File: config.mk
export PLATFORM = sky130hd
export DESIGN_NAME = baud_tick_generator
export DESIGN_NICKNAME = d
export VERILOG_FILES = /design/src/rtl/baud_tick_generator.sv
export SDC_FILE = /design/constraint.sdc
export NUM_CORES = 1
export LEC_CHECK = 0
export CORE_UTILIZATION = 53
export CTS_CLUSTER_SIZE = 40
export DETAILED_ROUTE_END_ITERATION = 8
export PLACE_DENSITY = 0.8
export SYNTH_ARGS = -nofsm -noshare
export SYNTH_HDL_FRONTEND = slang
export SYNTH_SLANG_ARGS = --single-unit
export TNS_END_PERCENT = 1
File: constraint.sdc
create_clock -name clock -period 3.2 [get_ports clock]
set_input_delay 0.64 -clock clock [delete_from_list [all_inputs] [get_ports clock]]
set_output_delay 0.64 -clock clock [all_outputs]
set_load 0.03 [all_outputs]
File: src/rtl/baud_tick_generator.sv
// Fractional-divisor baud tick source: oversampled RX tick and TX bit tick, runtime-reloadable divisor.
// Optional BAUD_TX_LOCK_EN derives tx_tick from every SAMPLE_RATE-th rx_tick instead of a separate accumulator.
module baud_tick_generator #(
  parameter int unsigned CLK_HZ      = 25_000_000,
  parameter int unsigned BAUD_RATE   = 9600,
  parameter int unsigned SAMPLE_RATE = 16,
  parameter int unsigned FRAC_BITS   = 4,
  parameter int unsigned DIV_W       = 16
) (
  input  logic                         clock,
  input  logic                         reset,
  input  logic                         start_rx,
  input  logic                         start_tx,
  input  logic [DIV_W+FRAC_BITS-1:0]   div_in,
  input  logic                         div_load,
  output logic                         rx_tick,
  output logic                         tx_tick,
  output logic [DIV_W+FRAC_BITS-1:0]   div_cur,
  output logic                         div_err
);

  localparam int unsigned DW  = DIV_W + FRAC_BITS;
  localparam int unsigned ONE = 2 ** FRAC_BITS;
  localparam int unsigned SW  = $clog2(SAMPLE_RATE);
  localparam logic [63:0] DEFAULT_FULL =
    (64'(CLK_HZ) * 64'(ONE)) / (64'(BAUD_RATE) * 64'(SAMPLE_RATE));
  localparam logic [DW-1:0] DEFAULT_DIV = DEFAULT_FULL[DW-1:0];
  localparam logic [DW:0]   RX_ONE      = (DW+1)'(ONE);
  localparam logic [DW-1:0] MIN_DIV     = DW'(2 * ONE);

  logic [DW-1:0] div_d, div_q;
  logic [DW:0]   rx_acc_d, rx_acc_q, rx_sum, rx_div;
  logic          rx_tick_d, rx_tick_q;
  logic          tx_tick_d, tx_tick_q;
  logic          div_err_d, div_err_q;
  logic          load_ok;

`ifdef BAUD_TX_LOCK_EN
  logic [SW-1:0] tx_cnt_d, tx_cnt_q;
`else
  localparam int unsigned TW     = DW + SW;
  localparam logic [TW:0] TX_ONE = (TW+1)'(ONE);
  logic [TW:0] tx_acc_d, tx_acc_q, tx_sum, tx_div;
`endif

  always_comb begin
    load_ok   = div_load && (div_in >= MIN_DIV);
    div_err_d = div_load && !load_ok;
    div_d     = div_q;

    // Extra accumulator MSB holds acc+ONE, which can exceed the DW-bit divisor.
    rx_div = {1'b0, div_q};
    rx_sum = rx_acc_q + RX_ONE;
    if (rx_sum >= rx_div) begin
      rx_acc_d  = rx_sum - rx_div;
      rx_tick_d = 1'b1;
    end else begin
      rx_acc_d  = rx_sum;
      rx_tick_d = 1'b0;
    end
    if (start_rx) begin
      rx_acc_d  = {1'b0, div_q >> 1};
      rx_tick_d = 1'b0;
    end

`ifdef BAUD_TX_LOCK_EN
    tx_cnt_d  = tx_cnt_q;
    tx_tick_d = 1'b0;
    if (rx_tick_d) begin
      if (tx_cnt_q == SW'(SAMPLE_RATE - 1)) begin
        tx_cnt_d  = '0;
        tx_tick_d = 1'b1;
      end else begin
        tx_cnt_d = tx_cnt_q + 1'b1;
      end
    end
    if (start_tx) begin
      tx_cnt_d  = '0;
      tx_tick_d = 1'b0;
    end
`else
    tx_div = (TW+1)'(div_q) * (TW+1)'(SAMPLE_RATE);
    tx_sum = tx_acc_q + TX_ONE;
    if (tx_sum >= tx_div) begin
      tx_acc_d  = tx_sum - tx_div;
      tx_tick_d = 1'b1;
    end else begin
      tx_acc_d  = tx_sum;
      tx_tick_d = 1'b0;
    end
    if (start_tx) begin
      tx_acc_d  = '0;
      tx_tick_d = 1'b0;
    end
`endif

    // A valid reload overrides any restart; start_rx only chooses the RX phase.
    if (load_ok) begin
      div_d     = div_in;
      rx_acc_d  = start_rx ? {1'b0, div_in >> 1} : '0;
      rx_tick_d = 1'b0;
      tx_tick_d = 1'b0;
`ifdef BAUD_TX_LOCK_EN
      tx_cnt_d  = '0;
`else
      tx_acc_d  = '0;
`endif
    end
  end

  always_ff @(posedge clock) begin
    if (reset) begin
      div_q     <= DEFAULT_DIV;
      rx_acc_q  <= '0;
      rx_tick_q <= 1'b0;
      tx_tick_q <= 1'b0;
      div_err_q <= 1'b0;
`ifdef BAUD_TX_LOCK_EN
      tx_cnt_q  <= '0;
`else
      tx_acc_q  <= '0;
`endif
    end else begin
      div_q     <= div_d;
      rx_acc_q  <= rx_acc_d;
      rx_tick_q <= rx_tick_d;
      tx_tick_q <= tx_tick_d;
      div_err_q <= div_err_d;
`ifdef BAUD_TX_LOCK_EN
      tx_cnt_q  <= tx_cnt_d;
`else
      tx_acc_q  <= tx_acc_d;
`endif
    end
  end

  assign rx_tick = rx_tick_q;
  assign tx_tick = tx_tick_q;
  assign div_cur = div_q;
  assign div_err = div_err_q;

endmodule
* Word-level counts from Yosys, hierarchy flattened
Index checks and enable logic that the tools add are counted.
** Storage, ports and cells
- Bits in registers :: 69
- Bits of input ports :: 25
** Operators by class
- Add/subtract/negate cells :: 4
- Magnitude comparators :: 3
- Mux-type cells :: 7
- Reduce and logical (&&, ||, !) cells :: 5
** Operators with widths (count)
- $mux W21 :: 3
- $add A25 B5 Y25 const B :: 1
- $ge A25 B24 Y1 :: 1
- $mux W25 :: 1
- $sub A25 B24 Y25 :: 1
- $add A21 B5 Y21 const B :: 1
- $ge A21 B20 Y1 :: 1
- $sub A21 B20 Y21 :: 1
- $ge A20 B6 Y1 const B :: 1
- $mux W19 :: 1
- $reduce_or A3 Y1 :: 2
- $logic_and A1 B1 Y1 :: 2
- $mux W1 :: 2
- $logic_not A1 Y1 :: 1

* Depth between registers and ports, before layout
- Word-level depth :: 5
- Mapped depth :: 16

* Worst setup path before layout
OpenSTA, ideal clock, no wires.
- Path kind :: register to register
- From :: reg rx_acc_q[4]
- To :: reg rx_acc_q[4]
- Data arrival time :: 3275 ps
- Required time :: 3072 ps
- Slack :: -203 ps
- Cell stages (with the launch flop) :: 16
- Path buffers :: 1
- Clock period less this slack :: 3403 ps
- Path through :: dfxtp_1 ha_1 nand3_1 nor2_1 and3_1 xor2_1 ha_1 a21oi_1 o21a_1 o31ai_1 a311oi_1 o2111a_1 buf_2 mux2_2 a22oi_1 nor2_1
** On the way
- Longest elaborated chain between the ends :: 5
- Elaborated cells on any way between the ends :: 6
** Ends and longest elaborated chain
- start, declared :: RTL line 32 : logic [DW:0] rx_acc_d, rx_acc_q, rx_sum, rx_div;
- start signal, assigned :: RTL line 125 : rx_acc_q <= rx_acc_d;
- $add A21 B5 Y21 (*) :: RTL line 53 : rx_sum = rx_acc_q + RX_ONE;
- $sub A21 B20 Y21 / $ge A21 B20 Y1 (equally long branches) :: RTL line 55, 54
- $mux W21 (*) :: RTL line 54 : if (rx_sum >= rx_div) begin
- $mux W21 (*) :: RTL line 61 : if (start_rx) begin
- $mux W21 (*) :: RTL line 98 : if (load_ok) begin
Every way passes the cells marked *; elsewhere a longest branch is shown, timed or not.
A chain may end at the register's enable or synchronous reset.

* Final worst setup path
- From :: reg tx_acc_q[12]
- To :: reg tx_acc_q[16]
** On the way
- Longest elaborated chain between the ends :: 3
- Elaborated cells on any way between the ends :: 4
** Ends and longest elaborated chain
- start, declared :: RTL line 43 : logic [TW:0] tx_acc_d, tx_acc_q, tx_sum, tx_div;
- start signal, assigned :: RTL line 132 : tx_acc_q <= tx_acc_d;
- $add A25 B5 Y25 (*) :: RTL line 83 : tx_sum = tx_acc_q + TX_ONE;
- $sub A25 B24 Y25 / $ge A25 B24 Y1 (equally long branches) :: RTL line 85, 84
- $mux W25 (*) :: RTL line 84 : if (tx_sum >= tx_div) begin
Marks and branches as above.

==> impl_metrics.yaml <==
status:
  status: "complete, but fails checks"
  violations: "setup timing"
global_route:
  grt_max_degree: 24
  grt.total_usage_pct: 31.8
  grt_pass1_wl_um: 25000
  grt_overflow: 0
  antenna_found_initial: 0
  grt_pass1_vias: 5343
routing:
  ant_nets: 0
  drtPass1Iterations: 6
  drt-total-wl_um: 16300
  vias_per_cell: 5.98
  wire_per_inst_um: 17.9
  initialDrtViolationCount: 328
  route.detailed.drc: 0
  vias: 5430
clocking:
  cts_hold_repair.buffers: 0
  clk_pin_slew_worst_paths_ns: 0.07
  cts_buffers: 9
  cts.sinks: 65
  ctsHtreeMaxLevel: 3
  cts_root_buf: "clkbuf_8"
  clkLatencyLatePin_ns: 0.35
  cts_tree: "built"
  cts_max_path_buffers: 2
worst_setup_path:
  crit_chain: "nand4_1 -> nor3_2 -> buf_4 -> nand3_1 -> xnor2_2 -> ha_4 -> nand4_1 -> nor4_4 -> buf_4 -> a21oi_4 -> nand3_4 -> nor3_4 -> a21oi_4 -> buf_6 -> mux2i_1 -> nor2_1"
  crit_type: "reg -> reg"
  worstPathRequired_ns: 3.43
  critical_path.top_delay_family: "simple AND/OR/NAND/NOR gates"
  timing.critical_path.buf_inv: 3
  crit_start: "tx_acc_q[12]$_SDFF_PP0_"
  worstPathArrival_ns: 3.58
  worst_setup_path_start_kind: "flip-flop"
  worstSetupEndpointType: "flip-flop"
  critPathSlowestCell: "dfxtp_1"
  r2r_start: "tx_acc_q[12]$_SDFF_PP0_"
  critPathMaxStageDelay_ns: 0.36
  cp_max_fo: 7
timing:
  drv_slew: 0
  fin_crit_ns: 3.36
  setup_viol: 24
  fmax_mhz: 298
  timing.slew.headroom_pct: 56.5
  rsz0062_at_grt: "true"
  worst_pin_slew_ns: 0.647
  finalHoldViolations: 0
  clock_skew_ns: 0.00858
  setup_slack_ns: -0.155
  post-route-period-util_pct: 105
final_layout:
  nets: 844
  area_delta_synth_final_pct: 36.4
  fin_util_pct: 74.7
  final_common_cell: "nand2_1"
  final-instance-count-excl-fill: 908
  final_cell_mix: "71 x nand2_1, 70 x buf_4, 64 x nor2_1"
  drive_gt1_share_pct: 23.0
  n_antenna_cell: 0
synth:
  postSynthAreaPerCell_sq_um: 7.75
  syn_area_sq_um: 5080
  syn_nets: 725
  ys_seq_area_share_pct: 25.6
  synth_cell_types: 62
  synth_edf_count: 0
  synthesis.instances: 656
  ys_ff_latch: 65
  synth_top_flop_cell: "dfxtp_1"
  synth_warnings: 0
  async_flop_share_pct: 0
floorplan:
  fp.dieArea_sq_um: 9990
  die_h_um: 99.9
  ios: 48
  core_region_area_sq_um: 9280
  die_width_um: 99.9
  fp-row-count: 35
  start_util_pct: 54.7
flow_run:
  max_cap_violations: 0
power:
  leakage_nw: 2.93
  powerDensity_nw_per_um2: 363
  ir_worst_vdd_uv: 219
place:
  port-buffer-count: 47
  place_ws_ns: -0.231
  gp_congestion: 0.911
  dp_cells: 875
  place_hpwl_um: 11800
worst_hold_path:
  hp-class: "reg -> reg"
  worstHoldStart: "div_cur[17]$_SDFFE_PP0P_"
==> metrics by stage <==
| step | cell area, sq um | TNS (ns) | hold WS (ns) | total power (W) |
|---|---|---|---|---|
| global route | 6930 | -6.70 | 0.543 | 0.00265 |
| CTS | 6620 | 0 | 0.502 | 0.00241 |
| finish | 6930 | -2.35 | 0.514 | 0.00252 |
| floorplan | 5120 | 0 | 0.476 | 0.00148 |
| detailed placement | 6120 | -6.69 | 0.493 | 0.00176 |
| global placement | 6120 | -1.94 | 0.488 | 0.00173 |
==> worst register-to-register path: cells and delay by family (launching register included) <==
kind            cells  cell delay (ns)
simple gates        8             1.29
buf+inv             3             0.52
flops               1             0.36
compound gates      2             0.33
fa+ha+maj           1             0.31
mux                 1             0.22
xor+xnor            1             0.21
==> cells by family (layout without fill, tap and decap cells) <==
kind of cell	Yosys count	in the layout	synth area share (%)
xor+xnor	60	60	10.3
simple gates	249	249	23.4
flops	65	65	25.6
compound gates	155	155	19.4
buf+inv	54	177	4.33
mux	29	29	5.83
fa+ha+maj	44	44	11.1
==> repair_timing <==
| item | 4_1_cts | 5_1_grt |
|---|---|---|
| pin swaps | 25 | 31 |
| buffers inserted | 10 | 7 |
| gates resized for setup | 47 | 65 |
| setup endpoints to repair | 43 | 43 |
| endpoints found under the hold margin | 0 | 0 |
| gates cloned | 1 | 0 |
==> metal layers <==
| layer | global-route usage, % | wire (um) | vias up |
|---|---|---|---|
| li1 | - | - | 2554 |
| met1 | 37.4 | 6640 | 2583 |
| met2 | 54.1 | 7770 | 232 |
| met3 | 7.24 | 1090 | 61 |
| met4 | 16.7 | 759 | 0 |
| met5 | 0 | 0 | - |
==> worst paths after layout <==
kind / to / slack [ns] / cells past startpoint
worst max-delay path: tx_acc_q[16]$_SDFF_PP0_ / -0.16 / 16
worst min-delay path: div_cur[17]$_SDFFE_PP0P_ / 0.51 / 2
worst max register to register: tx_acc_q[16]$_SDFF_PP0_ / -0.16 / 16
worst min register to register: div_cur[17]$_SDFFE_PP0P_ / 0.51 / 2
==> state kept, by name, indices dropped and copies added (netlist names) <==
register / cells
div_cur: 20
div_err: 1
rx_acc_q: 21
rx_tick: 1
tx_acc_q: 21
tx_tick: 1
==> cell type report <==
| cell class | instances | area (sq um) |
|---|---|---|
| multi-input combinational | 537 | 4030 |
| fill | 666 | 2350 |
| sequential | 65 | 1320 |
| timing repair buffer | 127 | 1120 |
| tap | 129 | 161 |
| clock buffer | 12 | 145 |
| inverter | 35 | 139 |
| clock inverter | 3 | 17.5 |
==> power by group <==
group | internal (W) | total, W | switching [W]
logic | 0.000478 | 0.00101 | 0.000531
registers | 0.000850 | 0.000891 | 0.0000402
clock network | 0.000296 | 0.000616 | 0.000320
==> cells in the mapped netlist (6+ instances only) <==
cell	instances	area share [%]
nand2_1	75	5.5
nor2_1	72	5.3
dfxtp_1	65	26
a21oi_1	56	5.5
ha_1	42	10
xnor2_1	37	6.4
inv_1	34	2.5
o21ai_0	29	2.9
mux2i_1	24	4.7
xor2_1	23	4.0
nand3_1	22	2.2
clkbuf_1	14	1.0
nand4_1	14	1.7
a21o_1	12	1.8
a211oi_1	11	1.6
nor3_1	10	0.98
and3_1	9	1.1
nor2b_1	9	1.1
nand2b_1	8	0.98
o31ai_1	6	0.89
Power figures use the tool's default switching activity.
